--- src/rtl/opb_master_seq.sv ---
// OPB initiator: turns host register commands into OPB write/read/poll cycles
// and returns one response per command over a valid/ready handshake.
module opb_master_seq #(
  parameter int NUM_SLAVES = 8,
  parameter int SEL_WIDTH  = 3,
  parameter int RD_WAIT    = 1,
  parameter int POLL_GAP   = 16,
  parameter int POLL_LIMIT = 1024
) (
  input  logic                  OPB_CLK,
  input  logic                  OPB_RSTb,
  input  logic                  CMD_VALID,
  output logic                  CMD_READY,
  input  logic [1:0]            CMD_OP,
  input  logic [SEL_WIDTH-1:0]  CMD_SEL,
  input  logic [3:0]            CMD_ADDR,
  input  logic [31:0]           CMD_WDATA,
  input  logic [31:0]           CMD_MASK,
  input  logic                  CMD_ABORT,
  output logic                  RSP_VALID,
  input  logic                  RSP_READY,
  output logic [31:0]           RSP_DATA,
  output logic [1:0]            RSP_STATUS,
  output logic [NUM_SLAVES-1:0] OPB_CS,
  output logic [3:0]            OPB_ADDR,
  output logic [31:0]           OPB_DI,
  output logic                  OPB_WE,
  output logic                  OPB_RE,
  input  logic [31:0]           OPB_DO
);

  localparam int AW = $clog2(POLL_LIMIT + 1);
  localparam int GW = $clog2(POLL_GAP + 1);

  typedef enum logic [2:0] {
    S_IDLE, S_DECODE, S_WRITE, S_READ, S_POLL_RD, S_POLL_WAIT, S_RESP
  } state_t;

  state_t                 state_q, state_d;
  logic [1:0]             op_q, op_d;
  logic [SEL_WIDTH-1:0]   sel_q, sel_d;
  logic [3:0]             addr_q, addr_d;
  logic [31:0]            wdata_q, wdata_d;
  logic [31:0]            mask_q, mask_d;
  logic [3:0]             wait_q, wait_d;
  logic [GW-1:0]          gap_q, gap_d;
  logic [AW-1:0]          att_q, att_d;
  logic [31:0]            last_q, last_d;
  logic [31:0]            rsp_data_q, rsp_data_d;
  logic [1:0]             rsp_status_q, rsp_status_d;

  logic          sample_done;
  logic          match;
  logic [AW-1:0] att_inc;
  logic          bus_active;

  assign sample_done = (wait_q == 4'(RD_WAIT));
  assign match       = ((OPB_DO & mask_q) == (wdata_q & mask_q));
  assign att_inc     = att_q + 1'b1;

  always_comb begin
    state_d      = state_q;
    op_d         = op_q;
    sel_d        = sel_q;
    addr_d       = addr_q;
    wdata_d      = wdata_q;
    mask_d       = mask_q;
    wait_d       = wait_q;
    gap_d        = gap_q;
    att_d        = att_q;
    last_d       = last_q;
    rsp_data_d   = rsp_data_q;
    rsp_status_d = rsp_status_q;
    case (state_q)
      S_IDLE: begin
        if (CMD_VALID) begin
          op_d    = CMD_OP;
          sel_d   = CMD_SEL;
          addr_d  = CMD_ADDR;
          wdata_d = CMD_WDATA;
          mask_d  = CMD_MASK;
          att_d   = '0;
          last_d  = '0;
          state_d = S_DECODE;
        end
      end
      // One setup cycle between accept and the first bus strobe.
      S_DECODE: begin
        wait_d = '0;
        if (op_q == 2'b11 || int'(sel_q) >= NUM_SLAVES) begin
          rsp_data_d   = '0;
          rsp_status_d = 2'b10;
          state_d      = S_RESP;
        end else if (op_q == 2'b00) begin
          state_d = S_WRITE;
        end else if (op_q == 2'b01) begin
          state_d = S_READ;
        end else begin
          state_d = S_POLL_RD;
        end
      end
      S_WRITE: begin
        rsp_data_d   = '0;
        rsp_status_d = 2'b00;
        state_d      = S_RESP;
      end
      S_READ: begin
        if (sample_done) begin
          rsp_data_d   = OPB_DO;
          rsp_status_d = 2'b00;
          state_d      = S_RESP;
        end else begin
          wait_d = wait_q + 1'b1;
        end
      end
      S_POLL_RD: begin
        if (CMD_ABORT) begin
          rsp_data_d   = last_q;
          rsp_status_d = 2'b11;
          state_d      = S_RESP;
        end else if (sample_done) begin
          att_d  = att_inc;
          last_d = OPB_DO;
          wait_d = '0;
          if (match) begin
            rsp_data_d   = OPB_DO;
            rsp_status_d = 2'b00;
            state_d      = S_RESP;
          end else if (att_inc == AW'(POLL_LIMIT)) begin
            rsp_data_d   = OPB_DO;
            rsp_status_d = 2'b01;
            state_d      = S_RESP;
          end else begin
            gap_d   = '0;
            state_d = S_POLL_WAIT;
          end
        end else begin
          wait_d = wait_q + 1'b1;
        end
      end
      S_POLL_WAIT: begin
        if (CMD_ABORT) begin
          rsp_data_d   = last_q;
          rsp_status_d = 2'b11;
          state_d      = S_RESP;
        end else if (gap_q == GW'(POLL_GAP - 1)) begin
          wait_d  = '0;
          state_d = S_POLL_RD;
        end else begin
          gap_d = gap_q + 1'b1;
        end
      end
      S_RESP: begin
        if (RSP_READY) state_d = S_IDLE;
      end
      default: state_d = S_IDLE;
    endcase
  end

  always_ff @(posedge OPB_CLK) begin
    if (!OPB_RSTb) begin
      state_q      <= S_IDLE;
      op_q         <= '0;
      sel_q        <= '0;
      addr_q       <= '0;
      wdata_q      <= '0;
      mask_q       <= '0;
      wait_q       <= '0;
      gap_q        <= '0;
      att_q        <= '0;
      last_q       <= '0;
      rsp_data_q   <= '0;
      rsp_status_q <= '0;
    end else begin
      state_q      <= state_d;
      op_q         <= op_d;
      sel_q        <= sel_d;
      addr_q       <= addr_d;
      wdata_q      <= wdata_d;
      mask_q       <= mask_d;
      wait_q       <= wait_d;
      gap_q        <= gap_d;
      att_q        <= att_d;
      last_q       <= last_d;
      rsp_data_q   <= rsp_data_d;
      rsp_status_q <= rsp_status_d;
    end
  end

  // Bus outputs decode straight from state so CS can never outlive its strobe.
  assign OPB_WE     = (state_q == S_WRITE);
  assign OPB_RE     = (state_q == S_READ) || (state_q == S_POLL_RD);
  assign bus_active = OPB_WE || OPB_RE;
  assign OPB_CS     = bus_active ? (NUM_SLAVES'(1) << sel_q) : '0;
  assign OPB_ADDR   = bus_active ? addr_q : '0;
  assign OPB_DI     = bus_active ? wdata_q : '0;

  assign CMD_READY  = (state_q == S_IDLE) && OPB_RSTb;
  assign RSP_VALID  = (state_q == S_RESP);
  assign RSP_DATA   = rsp_data_q;
  assign RSP_STATUS = rsp_status_q;

endmodule

--- config.mk ---
export PLATFORM = sky130hd
export DESIGN_NAME = opb_master_seq
export DESIGN_NICKNAME = d
export VERILOG_FILES = /design/src/rtl/opb_master_seq.sv
export SDC_FILE = /design/constraint.sdc
export NUM_CORES = 1
export LEC_CHECK = 0
export BUFFER_PORTS_ARGS = -buffer_cell sky130_fd_sc_hd__clkbuf_2
export CAP_MARGIN = 40
export CORE_MARGIN = 2
export CORE_UTILIZATION = 30
export DETAILED_ROUTE_END_ITERATION = 10
export PLACE_DENSITY = 0.49
export SLEW_MARGIN = 25
export SYNTH_ARGS = -nofsm -noshare
export SYNTH_HDL_FRONTEND = slang
export SYNTH_SLANG_ARGS = --single-unit
--- constraint.sdc ---
create_clock -name OPB_CLK -period 1.9 [get_ports OPB_CLK]
set_input_delay 0.095 -clock OPB_CLK [delete_from_list [all_inputs] [get_ports OPB_CLK]]
set_output_delay 0.095 -clock OPB_CLK [all_outputs]
set_load 0.005 [all_outputs]
==> results.md, run 1 <==
* Post-synth EDFFs at 0
* Placed instance count at 1,604
* Final Max Tran Viols at 0
* Crit share post-route at 1.162
* Crit-path cells: xor2_4, a22oi_2, nand4_1, or4_4, clkbuf_16, a211o_1, a31oi_1
* Antenna violations before repair at 0
* Critical Path AT at 2.57 ns
* First-pass GRT wire length at 47,040 um
* Count of final hold-check violations at 0
* Avg Synthesized Cell Area at 7.585 sq um
* Largest area contributor in the netlist: dfxtp_1
* CP bufs+invs at 1
* Final nets at 1,510
* FF-to-FF setup slack at -0.31 ns
* Largest net degree at the start of global routing at 74
* Hold depth at 3
* FF-to-FF Start: wdata_q[0]
* Filler cell count at 2,552
* Via/cell ratio at 5.099
* Setup ws final at -0.3085 ns
* Failing checks: negative setup slack
* WS Path Type: flip-flop to flip-flop
* FF-to-FF End: RSP_DATA[16]
* Unrepaired setup endpoints after global routing: true
* Asr flop ratio synth at 0
* DP HPWL at 19,580 um
* H-tree depth at 4
* Max cap viols at 0
* Crit Path Max Fanout at 17
* Final setup fails at 82
* P per Cell Area at 1301 nW/um^2
* Most frequent cell after synthesis: nand2_1
* Peak supply drop at 0.0007663 V
* CTS buffer count at 17
* Total vias in the final route at 8,887
* Primary FF master, synth: dfxtp_1
* Iter 0 DRT Violations at 597
* Initial DRT Pass Iterations at 4
* Area Overhead vs Synth at 61.71%
* Mapped Cells at 1,031
* Port Buf Inserts at 191
* Status: complete, but fails checks
* Die area at 27,370 sq um
* Worst-Margin Slew at 0.4875 ns
* Post-synth top area share at 0.4147
* GRT Util Overall at 0.2242
* Clock transition at the registers of the reported paths at 0.08 ns
* CP Launch Type: flip-flop
* Final WL at 31,890 um
* Netlist cell types at 51
* Most instantiated cells after synthesis: nand2_1 (233), dfxtp_1 (162), a21oi_1 (126), nor2_1 (96), clkbuf_1 (72)
* Worst reg2reg path depth at 7
* Core Rows at 59
* Slew HR at 0.6750
* Yosys Warn Count at 0
* Worst Hold End: gap_q[0]
* Crit end category: flip-flop
* Type of the worst min-delay path: input port to flip-flop
* Worst Setup Slack post-DPL at -0.5033 ns
* Synth Cell Area at 7820 sq um
* Startpoint of the worst hold path: OPB_RSTb
* Avg WL per Cell at 18.29 um
* Leakage Power at 0.005165 uW
* Post-Syn Nets at 1,146
* Gp weighted congestion at 0.8726
* Fin crit period at 2.208 ns
* Fraction of layout cells with a size suffix above 1 at 0.3580
* I/O Pins at 192
* TritonCTS clock tree: done
* Die H at 165.5 um
* Worst hold slack at 0.06309 ns
* Core ar. at 25,840 sq um
* Total negative slack at -15.81 ns
* Post-synthesis sequential area ratio at 0.4147
* CP max stage cell: or4_4
* Clk root buf: clkbuf_16
* Yosys reg bits at 162
* Max Fclk at 0.4528 GHz
* # diodes at 0
* Die Width at 165.5 um
* Drt drc at 0
* Vias in the first global route at 8,556
* Clock Path Buffers at 2
* Clock sink count at 162
* Clock Skew at 0.01395 ns
* Post-route ant nets at 0
* Starting Density at 0.3027
* CP max stage delay at 0.62 ns
* Total Power at 16,450 uW
* Largest cells by area after synthesis: dfxtp_1 (41%), nand2_1 (11%), a21oi_1 (8.1%)
* Critical path's top delay family: simple AND/OR/NAND/NOR gates
* CP required at 2.27 ns
* Overflow after GRT at 0
* Clock Latency Late Sink at 0.44 ns
* Final Non-Filler Cells at 1,743
[worst max-delay path by stage]
stage | endpoint | slack [ns] | depth (start not counted) | from
after floorplan | RSP_DATA[10] | -0.06 | 8 | wdata_q[28]
after global placement | RSP_DATA[10] | -0.47 | 7 | wdata_q[6]
after detailed placement | RSP_DATA[3] | -0.50 | 7 | wdata_q[6]
after CTS | RSP_DATA[3] | -0.26 | 7 | wdata_q[6]
after global routing | RSP_DATA[23] | -0.35 | 7 | wdata_q[0]
final | RSP_DATA[16] | -0.31 | 7 | wdata_q[0]
[cells in the final DEF, fill, tap and decap left out, types with 16 or more instances in the layout]
master / count
a21oi_1: 120
a22oi_1: 43
a31oi_1: 35
and2_4: 37
a211o_1: 33
dlygate4sd3_1: 73
buf_12: 22
nor2_1: 89
clkbuf_16: 22
dfxtp_2: 16
dfxtp_1: 145
clkbuf_2: 157
nand4_1: 39
buf_4: 120
xor2_1: 33
nand2_1: 228
buf_6: 43
[worst reg2reg max path: stages, from the launching register on]
cell and delay (ns):
dfxtp_4 0.38, xor2_4 0.19, a22oi_2 0.19, nand4_1 0.14, or4_4 0.62, clkbuf_16 0.23, a211o_1 0.27, a31oi_1 0.12
[report_power, final]
| group | leakage [uW] | internal, uW | total, uW | switching (uW) |
|---|---|---|---|---|
| Combinational | 0.00354 | 4040 | 8620 | 4580 |
| Sequential | 0.00132 | 3880 | 4240 | 356 |
| Clock | 0.000297 | 1890 | 3590 | 1700 |
| Total | 0.00517 | 9810 | 16500 | 6640 |
[state kept, by name, summed over array words and instances (netlist names)]
name	flops
RSP_DATA	32
last_q	32
mask_q	32
wdata_q	32
att_q	11
gap_q	5
addr_q	4
wait_q	4
sel_q	3
state_q	3
RSP_STATUS	2
op_q	2
[final cells by class]
type                       instances  area, sq um  share of cell area
clock inverter                    15        177.7             0.01405
sequential                       162         3267              0.2583
tap                              335        419.2             0.03315
inverter                           6        25.02            0.001979
clock buffer                      17        425.4             0.03364
timing repair buffer             429         3645              0.2882
multi-input combinational        779         4687              0.3706
[per-layer routing]
layer	share of wire	vias up	global-route usage
met5	0	-	0
met4	0.018	0	0.06426
met3	0.051	33	0.04570
met2	0.50	245	0.3921
met1	0.43	4264	0.2783
li1	-	4345	-
[stage by stage]
stage                     cell area, sq um    util
after CTS                            12080  0.4677
after global routing                 12650  0.4894
after floorplan                       7973       -
after detailed placement             10100  0.3908
after global placement               10100  0.3908
final                                12650  0.4894
[kinds of logic (layout without fill, tap and decap cells)]
kind of cell	Yosys count	after routing	share of synthesized area
buf+inv	90	467	0.04656
simple gates	455	455	0.2598
mux	2	2	0.002560
flops	162	162	0.4147
xor+xnor	36	36	0.04032
fa+ha+maj	5	5	0.008000
compound gates	281	281	0.2280
[repair_timing]
action / in CTS / in global routing
setup buffers: 19 / 7
endpoints found under the hold margin: 73 / 0
setup endpoints to repair: 118 / 176
pin swaps: 30 / 36
hold buffers: 73 / 0
gates cloned: 7 / 5
resized for setup: 69 / 119
(Power assumes the default switching activity.)
==> run 2, diff against run 1 <==
--- a/config.mk
+++ b/config.mk
@@ -11,6 +11,7 @@
 export CORE_UTILIZATION = 30
 export DETAILED_ROUTE_END_ITERATION = 10
 export PLACE_DENSITY = 0.49
+export REMOVE_ABC_BUFFERS = 1
 export SLEW_MARGIN = 25
 export SYNTH_ARGS = -nofsm -noshare
 export SYNTH_HDL_FRONTEND = slang
==> results.md, run 2 (synthesized netlist as in run 1, its figures left out) <==
* Status: complete, but fails checks
* Failing checks: negative setup slack
* Count of final hold-check violations at 0
* Type of the worst min-delay path: input port to flip-flop
* Launch point of the worst path: wdata_q[26]
* Final WL at 28,820 um
* GRT Util Overall at 0.2052
* Stages on the worst setup path at 7
* Clock sink count at 162
* Fraction of layout cells with a size suffix above 1 at 0.3524
* Drt drc at 0
* Clk root buf: clkbuf_16
* Overflow after GRT at 0
* Worst reg2reg path depth at 7
* Fin crit period at 2.273 ns
* CP Launch Type: flip-flop
* CP required at 2.24 ns
* Vias in the first global route at 8,097
* Core ar. at 25,840 sq um
* Critical path's top delay family: simple AND/OR/NAND/NOR gates
* P per Cell Area at 1263 nW/um^2
* Final Cell Area at 12,530 sq um
* # diodes at 0
* Worst Setup Slack post-DPL at -0.6019 ns
* I/O Pins at 192
* Core Rows at 59
* Worst-Margin Slew at 0.4186 ns
* Unrepaired setup endpoints after global routing: true
* Area post-placement at 10,280 sq um
* Initial DRT Pass Iterations at 5
* Setup ws final at -0.3730 ns
* Crit Path Max Fanout at 20
* Worst setup path end: RSP_DATA[19]
* Die area at 27,370 sq um
* Clock Path Buffers at 2
* Met2 wire len at 13,600 um
* FF-to-FF setup slack at -0.37 ns
* Antenna violations before repair at 0
* TritonCTS clock tree: done
* Clock Skew at 0.01420 ns
* Largest net degree at the start of global routing at 82
* Uppermost layer routed: met4
* Die Width at 165.5 um
* Post-route ant nets at 0
* Final nets at 1,515
* CP max stage cell: or4_4
* CP max stage delay at 0.64 ns
* Peak supply drop at 0.0006366 V
* DP HPWL at 18,340 um
* Port Buf Inserts at 191
* Final Max Tran Viols at 0
* CP bufs+invs at 1
* Via/cell ratio at 4.926
* Max cap viols at 0
* Final setup fails at 81
* WL met1 at 13,290 um
* Iter 0 DRT Violations at 493
* Die H at 165.5 um
* FF-to-FF Start: wdata_q[26]
* Starting Density at 0.3027
* Total vias in the final route at 8,610
* Gp weighted congestion at 0.8119
* CTS buffer count at 17
* Wire length on met3 at 1538 um
* Most frequent cells in the layout: nand2_1 (227), clkbuf_2 (158), dfxtp_1 (148)
* Clock transition at the registers of the reported paths at 0.06 ns
* First-pass GRT wire length at 43,790 um
* Most common cell after layout, fill and taps aside: nand2_1
* Crit-path cells: xor2_1, a22oi_1, nand4_1, or4_4, buf_8, a211o_1, a31oi_1
* Crit share post-route at 1.196
* WS Path Type: flip-flop to flip-flop
* Leakage Power at 0.005137 uW
* FF-to-FF End: RSP_DATA[19]
* Clock Latency Late Sink at 0.43 ns
* Slew HR at 0.7209
* Critical Path AT at 2.61 ns
* Startpoint of the worst hold path: OPB_RSTb
* Area Overhead vs Synth at 60.21%
* Max Fclk at 0.4399 GHz
* H-tree depth at 4
* Crit end category: flip-flop
* Avg WL per Cell at 16.49 um
[run 2: worst min-delay path: stages]
cell and delay, ns:
clkbuf_2 0.18, nand2_1 0.11, mux2i_1 0.05
[run 2: repair_timing]
item | CTS | global route
pin swaps | 29 | 39
endpoints found under the hold margin | 73 | 0
buffers inserted | 14 | 6
gates cloned | 3 | 5
setup endpoints to repair | 157 | 106
resized for setup | 63 | 121
hold buffers | 73 | 0
[run 2: per-stage QoR]
stage / setup TNS [ns] / cells / hold WS, ns / util / total power (uW)
after floorplan: -185.98 / 947 / 0.2284 / - / 6993
after global placement: -21.64 / 1620 / 0.3188 / 0.3980 / 10430
after detailed placement: -23.01 / 1620 / 0.3234 / 0.3980 / 10460
after CTS: -21.52 / 1741 / 0.05038 / 0.4650 / 15300
after global routing: -26.65 / 1748 / 0.05953 / 0.4849 / 16730
final: -20.37 / 1748 / 0.05334 / 0.4849 / 15830
[run 2: layout make-up]
class,instances,area (sq um)
Multi-Input combinational cell,779,4603
Fill cell,2517,13310
Clock inverter,14,153.9
Sequential cell,162,3263
Tap cell,335,419.2
Timing Repair Buffer,434,3617
Clock buffer,18,439.2
Inverter,6,32.53
[run 2: worst min-delay path by stage]
stage	slack (ns)	cells after the start	end
after floorplan	0.23	1	RSP_STATUS[0]
after global placement	0.32	3	addr_q[0]
after detailed placement	0.32	3	wdata_q[14]
after CTS	0.05	3	gap_q[0]
after global routing	0.06	3	gap_q[4]
final	0.05	3	gap_q[1]
[run 2: report_power, final]
part           internal [uW]  switching [uW]  total [uW]
Sequential              3880             335        4220
Combinational           3720            4370        8090
Clock                   1990            1520        3510
Total                   9600            6230       15800
[run 2: metal layers]
metal / vias to the layer above / global-route usage
li1: 4353 / -
met1: 4018 / 0.2751
met2: 218 / 0.3399
met3: 21 / 0.03896
met4: 0 / 0.05055
met5: - / 0
==> run 3, diff against run 2 <==
--- a/config.mk
+++ b/config.mk
@@ -7,9 +7,11 @@
 export LEC_CHECK = 0
 export BUFFER_PORTS_ARGS = -buffer_cell sky130_fd_sc_hd__clkbuf_2
 export CAP_MARGIN = 40
+export CORE_ASPECT_RATIO = 0.7
 export CORE_MARGIN = 2
 export CORE_UTILIZATION = 30
 export DETAILED_ROUTE_END_ITERATION = 10
+export MAX_ROUTING_LAYER = met4
 export PLACE_DENSITY = 0.49
 export REMOVE_ABC_BUFFERS = 1
 export SLEW_MARGIN = 25
==> results.md, run 3 (synthesized netlist as in run 1, its figures left out) <==
* CP max stage cell: or3b_4
* Critical path's top delay family: buffers and inverters
* Clock Latency Late Sink at 0.43 ns
* Critical Path AT at 2.23 ns
* Max cap viols at 0
* Overflow after GRT at 0
* CP bufs+invs at 7
* CTS buffer count at 17
* TritonCTS clock tree: done
* Clock Skew at 0.006807 ns
* Slew HR at 0.6992
* DP HPWL at 17,600 um
* Status: complete, but fails checks
* Core ar. at 25,630 sq um
* WS Path Type: flip-flop to primary output
* Largest net degree at the start of global routing at 83
* Via/cell ratio at 4.977
* Most used cell, CP: buf_12
* Crit-path cells: buf_6, or3b_4, buf_6, o21ai_4, buf_12, buf_12, buf_12, clkbuf_16, and2_4, clkbuf_2
* Worst-Margin Slew at 0.4512 ns
* Type of the worst min-delay path: input port to flip-flop
* Crit Path Max Fanout at 4
* Iter 0 DRT Violations at 628
* Vias in the first global route at 8,074
* Final nets at 1,521
* P per Cell Area at 1325 nW/um^2
* I/O Pins at 192
* Fraction of layout cells with a size suffix above 1 at 0.3594
* Drt drc at 0
* FF-to-FF Start: wdata_q[3]
* Final Max Tran Viols at 0
* # diodes at 0
* Setup ws final at -0.4282 ns
* Global routing's busiest layer: met1
* Crit share post-route at 1.225
* Clk root buf: clkbuf_16
* Max Fclk at 0.4295 GHz
* Peak supply drop at 0.0007305 V
* FF-to-FF setup slack at -0.41 ns
* Met3 GRT Util at 0.03867
* Most common cell after layout, fill and taps aside: nand2_1
* Area Overhead vs Synth at 61.58%
* Launch point of the worst path: state_q[0]
* Stages on the worst setup path at 10
* Met2 Use GR at 0.2977
* Count of final hold-check violations at 0
* Core Rows at 49
* Initial DRT Pass Iterations at 5
* Worst reg2reg path depth at 7
* Die Width at 197.0 um
* Clock Path Buffers at 2
* First-pass GRT wire length at 44,050 um
* Unrepaired setup endpoints after global routing: true
* Failing checks: negative setup slack
* Die H at 139.1 um
* Most frequent cells in the layout: nand2_1 (227), clkbuf_2 (159), dfxtp_1 (147)
* H-tree depth at 4
* Startpoint of the worst hold path: OPB_RSTb
* Crit end category: primary output
* Total vias in the final route at 8,709
* Antenna violations before repair at 1
* GR Util met1 at 0.3048
* Worst setup path end: OPB_DI[16]
* Die area at 27,390 sq um
* GRT Util Overall at 0.2095
* FF-to-FF End: RSP_DATA[31]
* Post-route ant nets at 0
* Final setup fails at 81
* Final WL at 29,730 um
* CP Launch Type: flip-flop
* Util after Layout at 0.4931
* Fin crit period at 2.328 ns
* Starting Density at 0.3051
* Avg WL per Cell at 16.99 um
* Gp weighted congestion at 0.8229
* CP required at 1.80 ns
* CP max stage delay at 0.41 ns
* Clock sink count at 162
* Leakage Power at 0.005181 uW
* Clock transition at the registers of the reported paths at 0.07 ns
* Port Buf Inserts at 191
* Total Power at 16,750 uW
[run 3: worst min path at each step]
stage	to	slack, ns	cells past startpoint
final	RSP_STATUS[0]	0.03	2
after global routing	RSP_STATUS[0]	0.03	2
after CTS	RSP_STATUS[0]	0.02	2
after detailed placement	mask_q[20]	0.32	3
after global placement	addr_q[1]	0.32	3
after floorplan	RSP_STATUS[0]	0.23	1
[run 3: repair_timing]
| item | 4_1_cts | 5_1_grt |
|---|---|---|
| endpoints found under the setup margin | 89 | 164 |
| pin swaps | 34 | 36 |
| endpoints found under the hold margin | 73 | 0 |
| resized for setup | 63 | 119 |
| hold buffers | 73 | 0 |
| gates cloned | 5 | 5 |
| setup buffers | 18 | 12 |
[run 3: routing by layer]
metal	vias to the layer above	wire (um)	share of wire
li1	4346	-	-
met1	4098	15260	0.51
met2	251	12700	0.43
met3	14	1556	0.052
met4	0	217	0.0073
met5	-	0	0
[run 3: area by class of cell]
class / instances / area, sq um
Fill cell: 2476 / 12990
Multi-Input combinational cell: 779 / 4654
Timing Repair Buffer: 440 / 3642
Sequential cell: 162 / 3262
Clock buffer: 23 / 478.0
Tap cell: 331 / 414.1
Clock inverter: 9 / 152.6
Inverter: 6 / 32.53
[run 3: worst register-to-register path: stages, from the launching register on]
cell	delay [ns]
dfxtp_1	0.32
xor2_1	0.15
a22oi_1	0.21
nand4_1	0.27
or4_4	0.66
buf_12	0.19
a211o_1	0.27
a31oi_1	0.16
[run 3: metrics by stage]
step                hold WS (ns)  cell area [sq um]  worst slack, ns  std cells  TNS (ns)
floorplan                 0.2284               7478           -2.188        947   -185.98
detailed placement        0.3227              10130          -0.5753       1609    -20.27
global placement          0.3194              10130          -0.5343       1609    -18.87
finish                   0.03025              12640          -0.4282       1750    -26.59
global route             0.02595              12640          -0.5129       1750    -32.69
CTS                      0.01701              12040          -0.3891       1737    -25.89
[run 3: report_power, final]
part           switching (uW)  internal [uW]
registers                 343           3890
logic                    4700           4060
clock network            1450           2300
total                    6490          10300
